===== src/rtl/evp_operand_server.sv =====
// Operand source for the polynomial evaluation datapath: per-slot coefficient sets and degrees,
// an x FIFO, and registered N / c_i / x_b returned one cycle after each read enable.
module evp_operand_server #(
  parameter int unsigned DATA_W      = 16,
  parameter int unsigned NUM_SLOTS   = 8,
  parameter int unsigned MAX_N       = 16,
  parameter int unsigned XFIFO_DEPTH = 32
) (
  input  logic              clk,
  input  logic              rst,
  input  logic              wr_coef_en,
  input  logic [2:0]        wr_slot,
  input  logic [4:0]        wr_idx,
  input  logic [DATA_W-1:0] wr_coef,
  input  logic              wr_N_en,
  input  logic [4:0]        wr_N,
  input  logic              x_push,
  input  logic [DATA_W-1:0] x_in,
  output logic              x_full,
  output logic [5:0]        x_count,
  input  logic [2:0]        A,
  input  logic              en_rd_N,
  input  logic              en_rd_data,
  input  logic              en_rd_S,
  output logic [4:0]        N,
  output logic [DATA_W-1:0] c_i,
  output logic [DATA_W-1:0] x_b,
  output logic [3:0]        err_flags,
  input  logic              clr_err
);

  localparam int unsigned NCoef = MAX_N + 1;
  localparam int unsigned XPtrW = $clog2(XFIFO_DEPTH);
  localparam logic [4:0]  MaxN  = 5'(MAX_N);
  localparam logic [5:0]  XDepth = 6'(XFIFO_DEPTH);

  localparam int unsigned ErrUnder  = 0;
  localparam int unsigned ErrOver   = 1;
  localparam int unsigned ErrOverrun = 2;
  localparam int unsigned ErrCfg    = 3;

  // Storage without reset: contents are undefined until written.
  logic [DATA_W-1:0] coef_q [NUM_SLOTS][NCoef];
  logic [DATA_W-1:0] xmem_q [XFIFO_DEPTH];

  logic [4:0]        deg_q [NUM_SLOTS];
  logic [4:0]        deg_d [NUM_SLOTS];
  logic [XPtrW-1:0]  xwr_q, xwr_d;
  logic [XPtrW-1:0]  xrd_q, xrd_d;
  logic [5:0]        xcnt_q, xcnt_d;
  logic [4:0]        ptr_q, ptr_d;
  logic [4:0]        n_q, n_d;
  logic [DATA_W-1:0] c_q, c_d;
  logic [DATA_W-1:0] xb_q, xb_d;
  logic [3:0]        err_q, err_d;

  logic [4:0] sel_deg;
  logic [4:0] rd_idx;
  logic       overrun;
  logic       x_empty;
  logic       x_full_int;
  logic       pop_ok;
  logic       push_ok;
  logic       deg_we;
  logic       coef_we;
  logic [3:0] err_ev;

  always_comb begin
    sel_deg = deg_q[A];
    overrun = ptr_q > sel_deg;
    // Guard the index so an overrun pointer never addresses past the slot.
    rd_idx  = overrun ? 5'd0 : ptr_q;
  end

  always_comb begin
    x_empty    = (xcnt_q == 6'd0);
    x_full_int = (xcnt_q == XDepth);
    pop_ok     = en_rd_S & ~x_empty;
    // A pop in the same cycle frees the slot, so a push while full still lands.
    push_ok    = x_push & (~x_full_int | pop_ok);
    deg_we     = wr_N_en & (wr_N <= MaxN);
    coef_we    = wr_coef_en & (wr_idx <= MaxN);
  end

  always_comb begin
    err_ev             = '0;
    err_ev[ErrUnder]   = en_rd_S & x_empty;
    err_ev[ErrOver]    = x_push & x_full_int & ~en_rd_S;
    err_ev[ErrOverrun] = en_rd_data & ~en_rd_N & overrun;
    err_ev[ErrCfg]     = (wr_N_en & ~deg_we) | (wr_coef_en & ~coef_we);
  end

  always_comb begin
    n_d   = n_q;
    c_d   = c_q;
    ptr_d = ptr_q;
    if (en_rd_N) begin
      n_d   = sel_deg;
      ptr_d = 5'd0;
      if (en_rd_data) begin
        c_d   = coef_q[A][0];
        ptr_d = 5'd1;
      end
    end else if (en_rd_data) begin
      if (overrun) begin
        c_d = '0;
      end else begin
        c_d   = coef_q[A][rd_idx];
        ptr_d = ptr_q + 5'd1;
      end
    end
  end

  always_comb begin
    xb_d   = xb_q;
    xrd_d  = xrd_q;
    xwr_d  = xwr_q;
    xcnt_d = xcnt_q;
    if (pop_ok) begin
      xb_d  = xmem_q[xrd_q];
      xrd_d = xrd_q + 1'b1;
    end
    if (push_ok) begin
      xwr_d = xwr_q + 1'b1;
    end
    unique case ({push_ok, pop_ok})
      2'b10:   xcnt_d = xcnt_q + 6'd1;
      2'b01:   xcnt_d = xcnt_q - 6'd1;
      default: xcnt_d = xcnt_q;
    endcase
  end

  always_comb begin
    deg_d = deg_q;
    if (deg_we) begin
      deg_d[wr_slot] = wr_N;
    end
  end

  // A same-cycle error event overrides the clear.
  always_comb begin
    err_d = (clr_err ? 4'd0 : err_q) | err_ev;
  end

  always_ff @(posedge clk or negedge rst) begin
    if (!rst) begin
      deg_q  <= '{default: '0};
      xwr_q  <= '0;
      xrd_q  <= '0;
      xcnt_q <= '0;
      ptr_q  <= '0;
      n_q    <= '0;
      c_q    <= '0;
      xb_q   <= '0;
      err_q  <= '0;
    end else begin
      deg_q  <= deg_d;
      xwr_q  <= xwr_d;
      xrd_q  <= xrd_d;
      xcnt_q <= xcnt_d;
      ptr_q  <= ptr_d;
      n_q    <= n_d;
      c_q    <= c_d;
      xb_q   <= xb_d;
      err_q  <= err_d;
    end
  end

  always_ff @(posedge clk) begin
    if (coef_we) begin
      coef_q[wr_slot][wr_idx] <= wr_coef;
    end
  end

  always_ff @(posedge clk) begin
    if (push_ok) begin
      xmem_q[xwr_q] <= x_in;
    end
  end

  assign N         = n_q;
  assign c_i       = c_q;
  assign x_b       = xb_q;
  assign err_flags = err_q;
  assign x_count   = xcnt_q;
  assign x_full    = x_full_int;

endmodule


===== config.mk =====
export PLATFORM = sky130hd
export DESIGN_NAME = evp_operand_server
export DESIGN_NICKNAME = d
export VERILOG_FILES = /design/src/rtl/evp_operand_server.sv
export SDC_FILE = /design/constraint.sdc
export NUM_CORES = 2
export LEC_CHECK = 0
export CAP_MARGIN = 20
export CELL_PAD_IN_SITES_DETAIL_PLACEMENT = 0
export CELL_PAD_IN_SITES_GLOBAL_PLACEMENT = 2
export CORE_MARGIN = 2
export CORE_UTILIZATION = 46
export CTS_CLUSTER_DIAMETER = 30
export DETAILED_ROUTE_END_ITERATION = 6
export DONT_BUFFER_PORTS = 1
export GPL_TIMING_DRIVEN = 0
export PLACE_DENSITY = 0.77
export SLEW_MARGIN = 25
export SYNTH_ARGS = -nofsm -noshare
export SYNTH_HDL_FRONTEND = slang
export SYNTH_SLANG_ARGS = --single-unit

===== constraint.sdc =====
create_clock -name clk -period 2.8 [get_ports clk]
set_input_delay 0.56 -clock clk [delete_from_list [all_inputs] [get_ports clk]]
set_output_delay 0.56 -clock clk [all_outputs]
set_load 0.005 [all_outputs]

==> results by group <==
Outcome
  – Status: finished, violations left
  – Failing checks: design-rule violations, negative hold slack, negative setup slack

Yosys
  – Main combinational cell family by area after synthesis: multiplexers
  – Synth top area share: 74.4%
  – Async set-reset flop share out of synthesis: around 3.7%
  – Cell Area, Synth: 0.108 sq mm
  – Ys Warns: 0
  – Complex-gate fraction of the synthesized area: 2.92%
  – Post-Syn Area per Cell: 21.2 sq um
  – EDFF count, synth: 2688
  – Simple-gate share of the synthesized area: 2.45%
  – Ys flop type: edfxtp_1
  – Yosys reg bits: 2790
  – Post-Synthesis Cells: 5108
  – Library cells used by synthesis: 80
  – Syn nets: 5181
  – Post-synthesis mux area share: 15.9%
  – Post-Synth XOR/XNOR Area: 0.113%
  – Synth Area in Adders: 0.191%
  – Top post-synthesis cells by area: edfxtp_1, mux4_2, dfrtp_1
  – Sequential fraction of the synthesis area: between 70 and 80%
  – Post-synth top area cell: edfxtp_1

GRT
  – Number of global-route vias before repair: 60300
  – First-pass GRT wire length: ~540000 um
  – GRT Overall Usage: 33.9%
  – Initial antenna violation count: 26
  – Total gr overflow: 0
  – Largest net degree at the start of global routing: ~140

Routing
  – Routed Antenna Nets: 0
  – Avg WL per Cell: 42.7 um
  – Routed wire length: 405000 um
  – Starting DRT DRC Count: 11300
  – Routed via count: 62700
  – Drt first pass iters: 7
  – Vias per inst: about 6.6
  – Remaining DRCs: 3

Final layout
  – Layout cell share with drive strength beyond 1: a little under two fifths
  – Commonest non-fill, non-tap cell in the layout: edfxtp_1
  – Layout Area Growth over Synthesis: 26.6%
  – Final nets: 5974
  – Most frequent cells in the layout: edfxtp_1, mux4_2, clkbuf_16, mux2i_1, nand2_1

Floorplan
  – Die height: 490 um
  – Core Footprint: ~0.23 sq mm
  – Die span in x: 490 um
  – Total I/O pin count: 105
  – Die area: 0.240 sq mm
  – Initial Util: between 40% and 50%
  – Floorplan row count: 178

Clock network
  – Total CTS buffers: about 540
  – Clk_lat worst skew: 0.96 ns
  – CTS Sinks: 2790
  – CTS root buf: clkbuf_16
  – Clock tree buffer depth: 4
  – H-tree depth: 6
  – CTS clk-pin slew, worst paths: 0.05 ns
  – CTS tree: done

Critical path
  – Critical path type: input port to register
  – Critical path launch point type: input port
  – Critical path data required time: 3.66 ns
  – WP data arrival: 4.31 ns
  – Critical path peak fanout: 10
  – Setup crit end kind: register

Placed design
  – Dpl ws: -4.75 ns
  – Port Buffers: 0
  – Final GP Congestion: 0.984
  – Final HPWL DP: 250000 um

Timing
  – Clk_skew: between 0.08 and 0.09 ns
  – FMAX: 289 MHz
  – Unrepaired setup endpoints after global routing: yes
  – Slew HR: 18.5%
  – Slew Limit Fails: 0
  – Final worst path period need: 3.46 ns
  – Worst hold slack: -0.0112 ns
  – Final hold vios: 2
  – Final setup margin: -0.657 ns
  – Worst slew pin tran: 1.22 ns
  – Final setup fails: 72
  – Fin crit share: 123%

Power
  – PnR Total Power: 127 mW
  – Static Leakage: 45.1 nW
  – Peak supply drop: between 0.0007 and 0.0008 V
  – Power Dens Cells: between 900 and 1000 mW/mm^2

Min path
  – Hold Path Class: input port to register

Flow run
  – Maxcap violations: 0
[state kept, by name, summed over array words and instances (netlist names)]
register / count
xwr_q: 5
N: 5
x_b: 16
coef_q: 2176
x_count: 6
xrd_q: 5
ptr_q: 5
xmem_q: 512
c_i: 16
deg_q: 40
err_flags: 4
[metrics by stage]
step | instance area (sq um) | instances | hold WS (ns) | util (%) | setup TNS (ns)
4_1_cts | 137000 | 9432 | 0.0158 | 58.3 | -8.18
2_1_floorplan | 109000 | 5108 | 0.264 | - | -19.09
3_3_place_gp | 113000 | 8258 | 0.267 | 47.9 | -3915.97
5_1_grt | 137000 | 9463 | 0.0176 | 58.4 | -8.45
6_report | 137000 | 9485 | -0.0112 | 58.4 | -10.56
3_5_place_dp | 116000 | 8370 | 0.266 | 49.4 | -1032.05
[synthesized netlist by cell type, types with 9 or more instances]
| cell | count |
|---|---|
| nor2b_1 | 16 |
| buf_6 | 46 |
| a21oi_1 | 81 |
| a22oi_1 | 81 |
| edfxtp_1 | 2688 |
| o22ai_1 | 41 |
| nand3_1 | 47 |
| inv_1 | 21 |
| a22o_1 | 16 |
| dfrtp_1 | 102 |
| mux2_2 | 57 |
| nand2_1 | 187 |
| o21ai_1 | 17 |
| xnor2_1 | 11 |
| and3_1 | 10 |
| nand2b_1 | 15 |
| a31oi_1 | 26 |
| o211ai_1 | 12 |
| ha_1 | 15 |
| clkbuf_1 | 111 |
| o221ai_1 | 22 |
| nor3_1 | 20 |
| buf_4 | 44 |
| a221oi_1 | 21 |
| o21ai_0 | 53 |
| mux4_2 | 645 |
| mux2i_1 | 203 |
| nor2_1 | 255 |
| a2111oi_0 | 9 |
| buf_2 | 61 |
| a211oi_1 | 17 |
| buf_1 | 20 |
[routing by layer]
layer  global-route usage [%]  vias to the layer above  routed length [um]
li1                         -                    23200                   -
met1                     42.1                    32900              139000
met2                     49.4                     5212              176000
met3                     12.7                     1364               55000
met4                     23.1                       14               34300
met5                    0.221                        -                 241
[repair_timing]
action                                 4_1_cts  5_1_grt
gates resized for setup                    349       62
setup buffers                               60       31
pin swaps                                   40       34
cloned                                       1        0
setup endpoints to repair                  375      121
hold buffers                                60        0
endpoints found under the hold margin     2819        0
[worst max-delay path, cell delays in order]
cell and delay [ns]:
buf_16 0.11, buf_4 0.42, buf_4 0.53, buf_4 0.55, mux4_2 0.50, o221ai_1 0.23, o211ai_1 0.32, o211ai_1 0.68
a211oi_1 0.18, a21o_1 0.20
[power breakdown]
part / internal, mW / total, mW / switching (mW)
Sequential: 46.9 / 47.6 / 0.690
Clock: 41.3 / 63.0 / 21.7
Combinational: 6.09 / 16.2 / 10.1
[final cells by class]
cell class / instances / area (sq um)
Fill cell: 16800 / 97600
Buffer: 273 / 2490
Multi-Input combinational cell: 2011 / 25600
Timing Repair Buffer: 265 / 4200
Clock inverter: 334 / 3650
Clock buffer: 615 / 14000
Antenna cell: 25 / 62.6
Tap cell: 3150 / 3940
Sequential cell: 2790 / 83300
Inverter: 22 / 106
[worst paths after layout]
| check | from | to | slack (ns) | cells past startpoint |
|---|---|---|---|---|
| max | A[1] | c_i[2] | -0.66 | 10 |
| min | wr_coef[7] | coef_q[5][263] | -0.01 | 1 |
| max reg2reg | ptr_q[2] | c_i[0] | -0.63 | 7 |
| min reg2reg | deg_q[18] | deg_q[18] | 0.48 | 1 |
| max in group asynchronous | rst | ptr_q[0] | 1.92 | 2 |
| min in group asynchronous | rst | x_b[1] | 0.18 | 2 |
[logic make-up (layout without fill, tap and decap cells)]
| kind of cell | Yosys count | in the layout |
|---|---|---|
| simple gates | 607 | 607 |
| buf+inv | 307 | 1509 |
| compound gates | 461 | 461 |
| other cells | 0 | 25 |
| mux | 913 | 913 |
| flops | 2790 | 2790 |
| fa+ha+maj | 16 | 16 |
| xor+xnor | 14 | 14 |
No activity file was read; power rests on OpenSTA's default activity.
